[config.mk]
export PLATFORM = sky130hd
export DESIGN_NAME = madd_err_sweep
export DESIGN_NICKNAME = d
export VERILOG_FILES = /design/src/rtl/madd_err_sweep.sv
export SDC_FILE = /design/constraint.sdc
export NUM_CORES = 1
export LEC_CHECK = 0
export ABC_AREA = 1
export BUFFER_PORTS_ARGS = -buffer_cell sky130_fd_sc_hd__clkbuf_2
export CORE_ASPECT_RATIO = 1.75
export CORE_UTILIZATION = 63
export DETAILED_ROUTE_END_ITERATION = 6
export PLACE_DENSITY_LB_ADDON = 0.1
export SYNTH_ARGS = -nofsm -noshare
export SYNTH_HDL_FRONTEND = slang
export SYNTH_SLANG_ARGS = --single-unit
[constraint.sdc]
create_clock -name clk -period 11.3 [get_ports clk]
set_input_delay 0.565 -clock clk [delete_from_list [all_inputs] [get_ports clk]]
set_output_delay 0.565 -clock clk [all_outputs]
set_load 0.05 [all_outputs]
[src/rtl/madd_err_sweep.sv]
// Exhaustive sweep tester for an external 3x3+3 unsigned multiply-add block.
// Drives every 9-bit vector, compares the result to a*b+c and collects error stats.
// Ports: clk/rst_n; start/abort control; dut_pi/dut_po to the block under test;
//        busy/done status; err_cnt/max_err/sum_err/first_err_vec/first_err_valid.
module madd_err_sweep #(
  parameter int unsigned SETTLE = 0  // extra wait cycles per vector (0..7)
) (
  input  logic        clk,
  input  logic        rst_n,
  input  logic        start,
  input  logic        abort,
  input  logic [5:0]  dut_po,
  output logic [8:0]  dut_pi,
  output logic        busy,
  output logic        done,
  output logic [9:0]  err_cnt,
  output logic [5:0]  max_err,
  output logic [14:0] sum_err,
  output logic [8:0]  first_err_vec,
  output logic        first_err_valid
);

  typedef enum logic [1:0] {
    IDLE = 2'd0,
    RUN  = 2'd1,
    DONE = 2'd2
  } state_t;

  localparam logic [2:0] SETTLE_L = 3'(SETTLE);

  state_t      state_q, state_d;
  logic [8:0]  v_q, v_d;
  logic [2:0]  settle_q, settle_d;
  logic        busy_q, busy_d;
  logic        done_q, done_d;
  logic [9:0]  err_cnt_q, err_cnt_d;
  logic [5:0]  max_err_q, max_err_d;
  logic [14:0] sum_err_q, sum_err_d;
  logic [8:0]  fvec_q, fvec_d;
  logic        fvld_q, fvld_d;

  // Golden result and absolute error for the vector currently driven.
  logic [5:0] golden;
  logic [5:0] err;
  logic       sample;

  always_comb begin
    golden = ({3'b000, v_q[2:0]} * {3'b000, v_q[5:3]}) + {3'b000, v_q[8:6]};
    err    = (golden >= dut_po) ? (golden - dut_po) : (dut_po - golden);
    // Only the last cycle of a vector's slot is sampled, so a slow block
    // has SETTLE extra cycles to produce its answer.
    sample = (state_q == RUN) && (settle_q == SETTLE_L);
  end

  always_comb begin
    state_d   = state_q;
    v_d       = v_q;
    settle_d  = settle_q;
    busy_d    = busy_q;
    done_d    = done_q;
    err_cnt_d = err_cnt_q;
    max_err_d = max_err_q;
    sum_err_d = sum_err_q;
    fvec_d    = fvec_q;
    fvld_d    = fvld_q;

    case (state_q)
      IDLE, DONE: begin
        if (abort) begin
          // Abort dominates start; statistics are kept for inspection.
          state_d = IDLE;
          done_d  = 1'b0;
        end else if (start) begin
          state_d   = RUN;
          busy_d    = 1'b1;
          done_d    = 1'b0;
          v_d       = '0;
          settle_d  = '0;
          err_cnt_d = '0;
          max_err_d = '0;
          sum_err_d = '0;
          fvec_d    = '0;
          fvld_d    = 1'b0;
        end
      end
      RUN: begin
        if (abort) begin
          // Partial statistics survive an abort; the vector index does not.
          state_d  = IDLE;
          busy_d   = 1'b0;
          done_d   = 1'b0;
          v_d      = '0;
          settle_d = '0;
        end else if (sample) begin
          settle_d  = '0;
          err_cnt_d = err_cnt_q + 10'(err != 6'd0);
          sum_err_d = sum_err_q + 15'(err);
          if (err > max_err_q) begin
            max_err_d = err;
          end
          if (!fvld_q && (err != 6'd0)) begin
            fvec_d = v_q;
            fvld_d = 1'b1;
          end
          if (v_q == 9'd511) begin
            state_d = DONE;
            busy_d  = 1'b0;
            done_d  = 1'b1;
            v_d     = '0;
          end else begin
            v_d = v_q + 9'd1;
          end
        end else begin
          settle_d = settle_q + 3'd1;
        end
      end
      default: begin
        state_d  = IDLE;
        busy_d   = 1'b0;
        done_d   = 1'b0;
        v_d      = '0;
        settle_d = '0;
      end
    endcase
  end

  always_ff @(posedge clk or negedge rst_n) begin
    if (!rst_n) begin
      state_q   <= IDLE;
      v_q       <= '0;
      settle_q  <= '0;
      busy_q    <= 1'b0;
      done_q    <= 1'b0;
      err_cnt_q <= '0;
      max_err_q <= '0;
      sum_err_q <= '0;
      fvec_q    <= '0;
      fvld_q    <= 1'b0;
    end else begin
      state_q   <= state_d;
      v_q       <= v_d;
      settle_q  <= settle_d;
      busy_q    <= busy_d;
      done_q    <= done_d;
      err_cnt_q <= err_cnt_d;
      max_err_q <= max_err_d;
      sum_err_q <= sum_err_d;
      fvec_q    <= fvec_d;
      fvld_q    <= fvld_d;
    end
  end

  assign dut_pi          = v_q;
  assign busy            = busy_q;
  assign done            = done_q;
  assign err_cnt         = err_cnt_q;
  assign max_err         = max_err_q;
  assign sum_err         = sum_err_q;
  assign first_err_vec   = fvec_q;
  assign first_err_valid = fvld_q;

endmodule
* Word level (Yosys, flattened, before mapping)
Cells that the tools add are included.
Widths: inputs -> output; s select.
** Operators by class
- Add/sub/neg operators :: 7
- Multiply operators :: 1
- Div/mod/pow operators :: 0
- Order comparisons :: 2
- Equality and inequality tests :: 12
- Shift operators :: 0
- Muxes and demuxes :: 55
- Bitwise logic cells :: 0
- Reductions and logical operators :: 15
** Operators by type and width (number)
- $mux 9 :: 8
- $mux 15 :: 4
- $mux 10 :: 4
- $mux 6 :: 6
- $pmux 9 s2 :: 2
- $pmux 15 s2 :: 1
- $pmux 10 s2 :: 1
- $add 15x6->15 :: 1
- $mux 1 :: 14
- $mux 3 :: 4
- $pmux 6 s2 :: 1
- $reduce_and 6->1 :: 2
- $sub 6x6->6 :: 2
- $add 10x1->10 :: 1
- $mux 2 :: 5
- $add 9x1->9 const B :: 1
- $eq 9x9->1 const B :: 1
- $ne 2x2->1 const B :: 4
- $add 6x3->6 :: 1
- $ge 6x6->1 :: 1
- $gt 6x6->1 :: 1
- $mul 3x3->6 :: 1
- $ne 3x3->1 const B :: 2
- $pmux 1 s2 :: 3
- 18 further kinds :: 21
** Storage, ports and cells
- Register bits :: 57
- Latch bits :: 0
- Bits in writable memories :: 0
- ROM bits :: 0
- Logic and storage cells :: 102
- Memories :: 0

* Logic depth before layout (Yosys ltp)
Gate-level depths: netlist of the first run.
- Word-level depth :: 10
- Depth in mapped cells :: 31

* Least setup slack after synthesis of the first run
No wires, ideal clock.
- Path kind :: register -> register
- Start :: register v_q[0], in the netlist dut_pi[0]
- End :: register sum_err_q[12], in the netlist sum_err[12]
- Library setup time :: 117 ps
- Data arrival time :: 4795 ps
- Required time :: 11183 ps
- Path slack :: 6388 ps
- Cell stages (with the launch flop) :: 28
- Path buffers :: 0
- Clock period less this slack :: 4912 ps
- Path through :: dfrtp_1 nand2_1 fa_1 inv_1 fa_1 fa_1 a21oi_1 nor2_1 nor2_1 xnor2_1 ha_1 nand2_1 nand2_1 nor2_4 nand2_4 nand2_4 nand2_2 nand2_2 inv_2 ha_1 a21oi_1 nor2_1 a211oi_1 nand2_1 nand4_1 nand2_1 nand2_1 nor2_1
** On the way
- Cells in the longest elaborated chain, start to end :: 8
- Elaborated cells on any way between the ends :: 10
** Ends and longest elaborated chain
- start, declared :: RTL line 32 : logic [8:0] v_q, v_d;
- start signal, assigned :: RTL line 141 : v_q <= v_d;
- $mul 3x3->6 (*) :: RTL line 48 : golden = ({3'b000, v_q[2:0]} * {3'b000, v_q[5:3]}) + {3'b000, v_q[8:6]};
- $add 6x3->6 (*) :: RTL line 48
- $sub 6x6->6 or $ge 6x6->1 (tied branches) :: RTL line 49 : err = (golden >= dut_po) ? (golden - dut_po) : (dut_po - golden);
- $mux 6 (*) :: RTL line 49
- $add 15x6->15 (*) :: RTL line 97 : sum_err_d = sum_err_q + 15'(err);
- $mux 15 (*) :: RTL line 94 : end else if (sample) begin
- $mux 15 (*) :: RTL line 87 : if (abort) begin
- $pmux 15 s2 (*) :: RTL line 67 : case (state_q)
- end signal, assigned :: RTL line 147 : sum_err_q <= sum_err_d;
- end, declared :: RTL line 38 : logic [14:0] sum_err_q, sum_err_d;
Every way passes the cells marked *; elsewhere a longest branch is shown, timed or not. The select of a mux whose other input is x is not followed.
A chain may end at the register's enable or synchronous reset.

* Worst setup path in the final report of the first run
- Start :: register v_q[3], in the netlist dut_pi[3]
- End :: register sum_err_q[8], in the netlist sum_err[8]
The elaborated chain is that of the path after synthesis.

==> results of run 1 <==
cells by family (layout without fill, tap and decap cells):
group / after synthesis / count (layout) / synth area share
AO/OA/AOI/OAI: 71 / 71 / 0.0989
XOR/XNOR: 14 / 14 / 0.0289
adder cells (fa/ha/maj): 44 / 44 / 0.139
buffers and inverters: 98 / 167 / 0.0951
flip-flops: 57 / 57 / 0.337
AND/OR/NAND/NOR: 270 / 270 / 0.302
cells in the mapped netlist, types with 2 or more instances:
cell type / n
nand3b_1: 2
nor3_1: 9
nand2_4: 7
xor2_1: 9
xnor2_1: 5
nand4_1: 6
o21ai_2: 11
buf_2: 3
o21ai_0: 21
fa_1: 5
inv_1: 83
nand3_1: 38
nor2_1: 41
nand2_1: 130
a21oi_1: 28
nor2_2: 3
nand2_2: 22
ha_1: 39
nor4_1: 2
buf_4: 2
inv_2: 5
o21ai_1: 3
nand3_2: 4
dfrtp_1: 57
nor2_4: 4
clkbuf_1: 2
sequential cells by signal, indices dropped and copies added, names as in the netlist:
register,cells
err_cnt,10
first_err_vec,9
sum_err,15
busy,1
max_err,6
dut_pi,9
done,1
state_q,2
first_err_valid,1
settle_q,3
worst register-to-register path, delay by kind of cell, from the launching register on:
family                   cells  cell delay (ns)
adder cells (fa/ha/maj)      5             2.16
AND/OR/NAND/NOR             13             1.46
AO/OA/AOI/OAI                5             0.87
flip-flops                   1             0.47
XOR/XNOR                     1             0.16
buffers and inverters        2             0.12
power by group through the flow:
stage	Sequential (W)	Combinational (W)	Clock, W
2_1_floorplan	0.000395	0.000283	0
3_3_place_gp	0.000284	0.000478	0
3_5_place_dp	0.000286	0.000489	0
4_1_cts	0.000284	0.000494	0.000329
5_1_grt	0.000290	0.000544	0.000337
6_report	0.000284	0.000493	0.000327
per-layer routing:
metal / track usage / share of wire / up-vias
met2: 0.571 / 0.55 / 129
met1: 0.324 / 0.38 / 1803
met3: 0.0568 / 0.041 / 25
met5: 0 / 0 / -
li1: - / - / 1895
met4: 0.148 / 0.030 / 0
area by class of cell:
cell class | count | area [sq um] | area share
Clock buffer | 12 | 267 | 0.0539
Clock inverter | 4 | 97.6 | 0.0197
Sequential cell | 57 | 1430 | 0.288
Inverter | 89 | 334 | 0.0675
Tap cell | 82 | 103 | 0.0207
Multi-Input combinational cell | 399 | 2410 | 0.487
Timing Repair Buffer | 62 | 313 | 0.0632
metrics by stage:
stage / area, sq um / power, W / util / hold WS [ns]
finish: 4950 / 0.00110 / 0.762 / 0.374
global route: 4950 / 0.00117 / 0.762 / 0.454
CTS: 4950 / 0.00111 / 0.762 / 0.410
detailed placement: 4580 / 0.000775 / 0.706 / 0.466
global placement: 4580 / 0.000761 / 0.706 / 0.452
floorplan: 4240 / 0.000678 / - / 0.269
path summary, 6_finish.rpt:
| path | depth (start not counted) | endpoint | slack [ns] |
|---|---|---|---|
| max | 26 | sum_err[8]$_DFFE_PN0P_ | 5.98 |
| min | 2 | sum_err[5]$_DFFE_PN0P_ | 0.37 |
| max reg2reg | 26 | sum_err[8]$_DFFE_PN0P_ | 5.98 |
| min reg2reg | 1 | err_cnt[8]$_DFFE_PN0P_ | 0.47 |
| max in group asynchronous | 2 | max_err[1]$_DFFE_PN0P_ | 10.44 |
| min in group clk | 1 | err_cnt[8]$_DFFE_PN0P_ | 0.47 |
==> run_results.csv, run 1 <==
group,metric,value,unit
detailed_routing,drc,0,
synth,synth-seq-cells,57,
timing,finalHoldViolations,0,
detailed_routing,num_vias,3852,
timing,finalMaxSlewViolations,0,
die,die_w,64,microns
pwr,sw_frac_of_total,0.460,
detailed_routing,drt_wl_total,9970,microns
worst_setup_path,start_kind,"flop",
timing,fmax,188,MHz
clock_tree,cts_tree,"built",
cells_and_area,num_antenna_cells,0,
clock_tree,cts_hold_buf,0,
global_route,grt-ovfl-total,0,
clock_tree,ctsLongestPathBuffers,2,
worst_setup_path,cp.arrival,5.56,ns
synth,synth_cell_type_count,39,
timing,fin_crit,5.32,ns
cells_and_area,nNetsFinal,672,
worst_setup_path,critical_path_class,"reg2reg",
timing,slew_headroom,0.515,
worst_setup_path,endpoint_kind,"flop",
timing,finalSetupViolations,0,
pwr,p_switching,0.000508,W
global_route,grt_pass1_wl,16800,microns
synth,yosysSeqAreaShare,0.337,
timing,finalClockSkew,0.00531,ns
global_route,first_global_vias,3794,
die,die-area,7070,sq um
cells_and_area,final_cell_mix,"130 x nand2_1, 83 x inv_1, 61 x clkbuf_2",
place,portBuffers,61,
die,start_util,0.653,
worst_setup_path,cp_max_fo,7,
worst_setup_path,crit-reg2reg-launch,"dut_pi[3]$_DFFE_PN0P_",
detailed_routing,drtIter0Drc,251,
pwr,power.leakage,2.75,nW
place,post-place-ws,6.18,ns
place,hpwl,7410,microns
worst_setup_path,startpoint,"dut_pi[3]$_DFFE_PN0P_",
pwr,p_int,0.000597,W
synth,synthArstFlopShare,1.00,
synth,synth_nets,608,
synth,yosysWarnings,0,
synth,ys.flop_type,"dfrtp_1",
clock_tree,cts_made_buffers,9,
worst_setup_path,crit_family,"adder cells",
clock_tree,postCtsSetupRepairBufs,0,
synth,synth_top_area_frac,0.337,
worst_setup_path,cp_common_cell,"nand2_1",
pwr,power_frac_comb,0.446,
die,core_area,6490,sq um
worst_setup_path,cp.required,11.54,ns
worst_setup_path,crit_buf_inv,2,
synth,netlist_area,4240,sq um
pwr,seqPwrFrac,0.257,
detailed_routing,routedWlPerCell,14.1,microns
pwr,power.clock.fraction,0.296,
outcome,status,"finished clean",
cells_and_area,layout_commonest_cell,"nand2_1",
detailed_routing,first_pass_iters,5,
run,max-cap-violations,0,
global_route,grt_max_degree,58,
die,ios,62,
cells_and_area,final-instance-count-excl-fill,705,
worst_hold_path,hold_path_class,"in2async",
cells_and_area,area_delta_synth_final,16.8,%
timing,min_period_over_period,0.471,
pwr,powerDensity,223,nW/um^2
global_route,antenna_found_initial,0,
synth,synth-edff-count,0,
die,rows,39,
synth,synth_cells,554,
clock_tree,cts_root_buf,"clkbuf_16",
synth,synth.avg_cell_area,7.65,sq um
timing,tightest_slew,0.728,ns
cells_and_area,drive_gt1_frac,0.218,
clock_tree,clk_pin_slew,0.05,ns
timing,rsz0062_at_grt,"false",
cells_and_area,fillers,491,
timing,final.setup.worst_slack,5.98,ns
clock_tree,cts_num_sinks,57,
die,chipHeight,110,microns
worst_setup_path,cp_slowest_cell,"fa_1",
global_route,grt_usage,0.309,
pwr,vdd_drop_max,0.000128,V
timing,fin_tns_setup,0,ns
synth,netlist_top_cells_area,"dfrtp_1 34%, ha_1 12%, nand2_1 12%",
clock_tree,worstSkewPairLatency,0.33,ns
detailed_routing,postRouteAntennaNets,0,
place,gp_congestion,0.973,
detailed_routing,viasPerCell,5.46,
worst_setup_path,max_stage_delay,0.51,ns
clock_tree,cts_resized,0,
clock_tree,cts.htree.levels,3,
place,dpl.cell_count,689,
synth,yosys.area.top_type,"dfrtp_1",
Note: power is estimated with default switching activity, not from simulation.
==> run 2: changes to the inputs <==
Settings changed: CORE_UTILIZATION 63 to 53.
Clock period 11.3 ns to 4.89 ns, I/O delays scaled along.
==> run 2 against run 1 <==
Against the previous run: via count is 2.0% lower; final cell count rose by 2.1%; setup slack got worse by 5.8 ns; critical path depth down 1; register-to-register slack got worse by 5.8 ns; sequential power up 130%; sequential cell count did not move; core utilization is 10 points lower; maximum frequency is 13% higher; critical endpoint is now sum_err[11]$_DFFE_PN0P_; highest routed layer unchanged.
==> run_results.csv, run 2 (synthesis results as in run 1) <==
group,metric,value,unit
outcome,status,"finished clean",
clock_tree,cts_hold_buf,0,
timing,slew_headroom,0.500,
pwr,p_int,0.00123,W
worst_setup_path,endpoint_kind,"flop",
detailed_routing,viasPerCell,5.24,
pwr,seqPwrFrac,0.273,
timing,min_period_over_period,0.961,
clock_tree,clk_pin_slew,0.05,ns
detailed_routing,drt_wl_total,9780,microns
pwr,power.leakage,2.75,nW
pwr,powerDensity,478,nW/um^2
worst_setup_path,cp.required,5.10,ns
worst_hold_path,hold_path_class,"in2async",
cells_and_area,nNetsFinal,681,
global_route,grt_usage,0.239,
clock_tree,ctsLongestPathBuffers,2,
pwr,power.clock.fraction,0.235,
place,placed_area,4650,sq um
pwr,p_total,0.00242,W
cells_and_area,largest_register_ffs,15,
die,rows,42,
global_route,grt-ovfl-total,0,
worst_setup_path,start_kind,"flop",
clock_tree,cts_made_buffers,9,
timing,fin_crit,4.70,ns
clock_tree,cts_tree,"built",
detailed_routing,drtIter0Drc,172,
global_route,grt_max_degree,58,
place,post-place-ws,-0.0131,ns
timing,fmax,213,MHz
clock_tree,cts_num_sinks,57,
global_route,antenna_found_initial,0,
timing,finalMaxSlewViolations,0,
global_route,top_usage_layer,"met2",
run,max-cap-violations,0,
die,die_w,69.6,microns
detailed_routing,first_pass_iters,5,
timing,fin_tns_setup,0,ns
cells_and_area,final_area,5060,sq um
cells_and_area,num_antenna_cells,0,
die,die-area,8370,sq um
detailed_routing,drc,0,
pwr,power_frac_comb,0.492,
cells_and_area,drive_gt1_frac,0.263,
place,portBuffers,61,
pwr,vdd_drop_max,0.000255,V
place,hpwl,7250,microns
worst_setup_path,critical_path_class,"reg2reg",
pwr,sw_frac_of_total,0.490,
clock_tree,cts_root_buf,"clkbuf_16",
timing,final.setup.worst_slack,0.191,ns
die,core_area,7670,sq um
die,chipHeight,120,microns
timing,finalHoldViolations,0,
die,start_util,0.552,
die,ios,62,
clock_tree,cts.htree.levels,3,
global_route,met1_usage,0.271,
clock_tree,worstSkewPairLatency,0.33,ns
timing,finalSetupViolations,0,
detailed_routing,postRouteAntennaNets,0,
detailed_routing,routedWlPerCell,13.6,microns
global_route,grt_pass1_wl,15900,microns
global_route,use_met3,0.0408,
timing,finalClockSkew,0.00579,ns
place,gp_congestion,0.926,
worst_setup_path,cp_max_fo,7,
detailed_routing,num_vias,3776,
pwr,p_switching,0.00119,W
cells_and_area,layout_commonest_cell,"nand2_1",
cells_and_area,final_cell_mix,"125 x nand2_1, 82 x inv_1, 61 x clkbuf_2",
cells_and_area,area_delta_synth_final,19.5,%
global_route,met2_usage,0.436,
global_route,first_global_vias,3614,
timing,tightest_slew,0.749,ns
worst_setup_path,cp.arrival,4.91,ns
run 2: cell count changes in the layout (fill, tap and decap cells not counted), sizes merged:
cell	delta
clkbuf	+1
buf	+9
bufinv	-3
clkinv	+2
run 2: path summary, 6_finish.rpt:
kind,slack [ns],cells after the start,startpoint,end
min reg2reg,0.47,1,settle_q[2]$_DFFE_PN0P_,settle_q[2]$_DFFE_PN0P_
max in group asynchronous,4.28,2,rst_n,dut_pi[0]$_DFFE_PN0P_
min in group clk,0.30,4,abort,dut_pi[8]$_DFFE_PN0P_
min,0.07,2,rst_n,max_err[0]$_DFFE_PN0P_
max,0.19,25,dut_pi[0]$_DFFE_PN0P_,sum_err[11]$_DFFE_PN0P_
max reg2reg,0.19,25,dut_pi[0]$_DFFE_PN0P_,sum_err[11]$_DFFE_PN0P_
run 2: power groups by stage:
stage / Clock [W] / Sequential, W / Combinational, W
after detailed placement: 0 / 0.000660 / 0.00114
after global placement: 0 / 0.000657 / 0.00112
after CTS: 0.000578 / 0.000653 / 0.00115
final: 0.000569 / 0.000660 / 0.00119
after floorplan: 0 / 0.000914 / 0.000653
after global routing: 0.000603 / 0.000673 / 0.00131
run 2: repair_timing:
item                                   CTS  global route
resized for setup                        1            25
pin swaps                                0            16
buffers inserted                         0             2
setup endpoints to repair                3            24
endpoints found under the hold margin    0             0
run 2: metal layers:
layer | vias to the layer above | wire length (microns)
li1 | 1906 | -
met1 | 1771 | 4130
met2 | 79 | 5130
met3 | 20 | 267
met4 | 0 | 248
met5 | - | 0
run 2: critical path: stages (launching register included):
cell     delay [ns]
dfrtp_2        0.42
nand2_2        0.07
fa_1           0.53
inv_1          0.05
fa_2           0.44
fa_2           0.37
a21oi_2        0.13
nor2_1         0.05
nor2_1         0.12
xnor2_1        0.17
ha_1           0.31
nand2_2        0.10
nand2_1        0.08
nor2_4         0.15
nand2_4        0.09
nand2_4        0.11
nand2_1        0.07
nand2_2        0.11
inv_1          0.10
ha_1           0.35
a21oi_2        0.24
nor2_1         0.07
nor2_1         0.10
nand2_1        0.12
a21oi_1        0.19
nor2_1         0.07
run 2: final cells by class:
cell class	count	area (sq um)
Clock buffer	13	250
Clock inverter	3	17.5
Fill cell	687	2610
Inverter	89	334
Multi-Input combinational cell	399	2540
Sequential cell	57	1430
Tap cell	88	110
Timing Repair Buffer	71	380
run 2: metrics by stage:
| step | cells | hold WS [ns] | util |
|---|---|---|---|
| global route | 720 | 0.132 | 0.660 |
| floorplan | 554 | -0.0511 | - |
| detailed placement | 702 | 0.450 | 0.606 |
| CTS | 718 | 0.0998 | 0.641 |
| finish | 720 | 0.0661 | 0.660 |
| global placement | 702 | 0.431 | 0.606 |
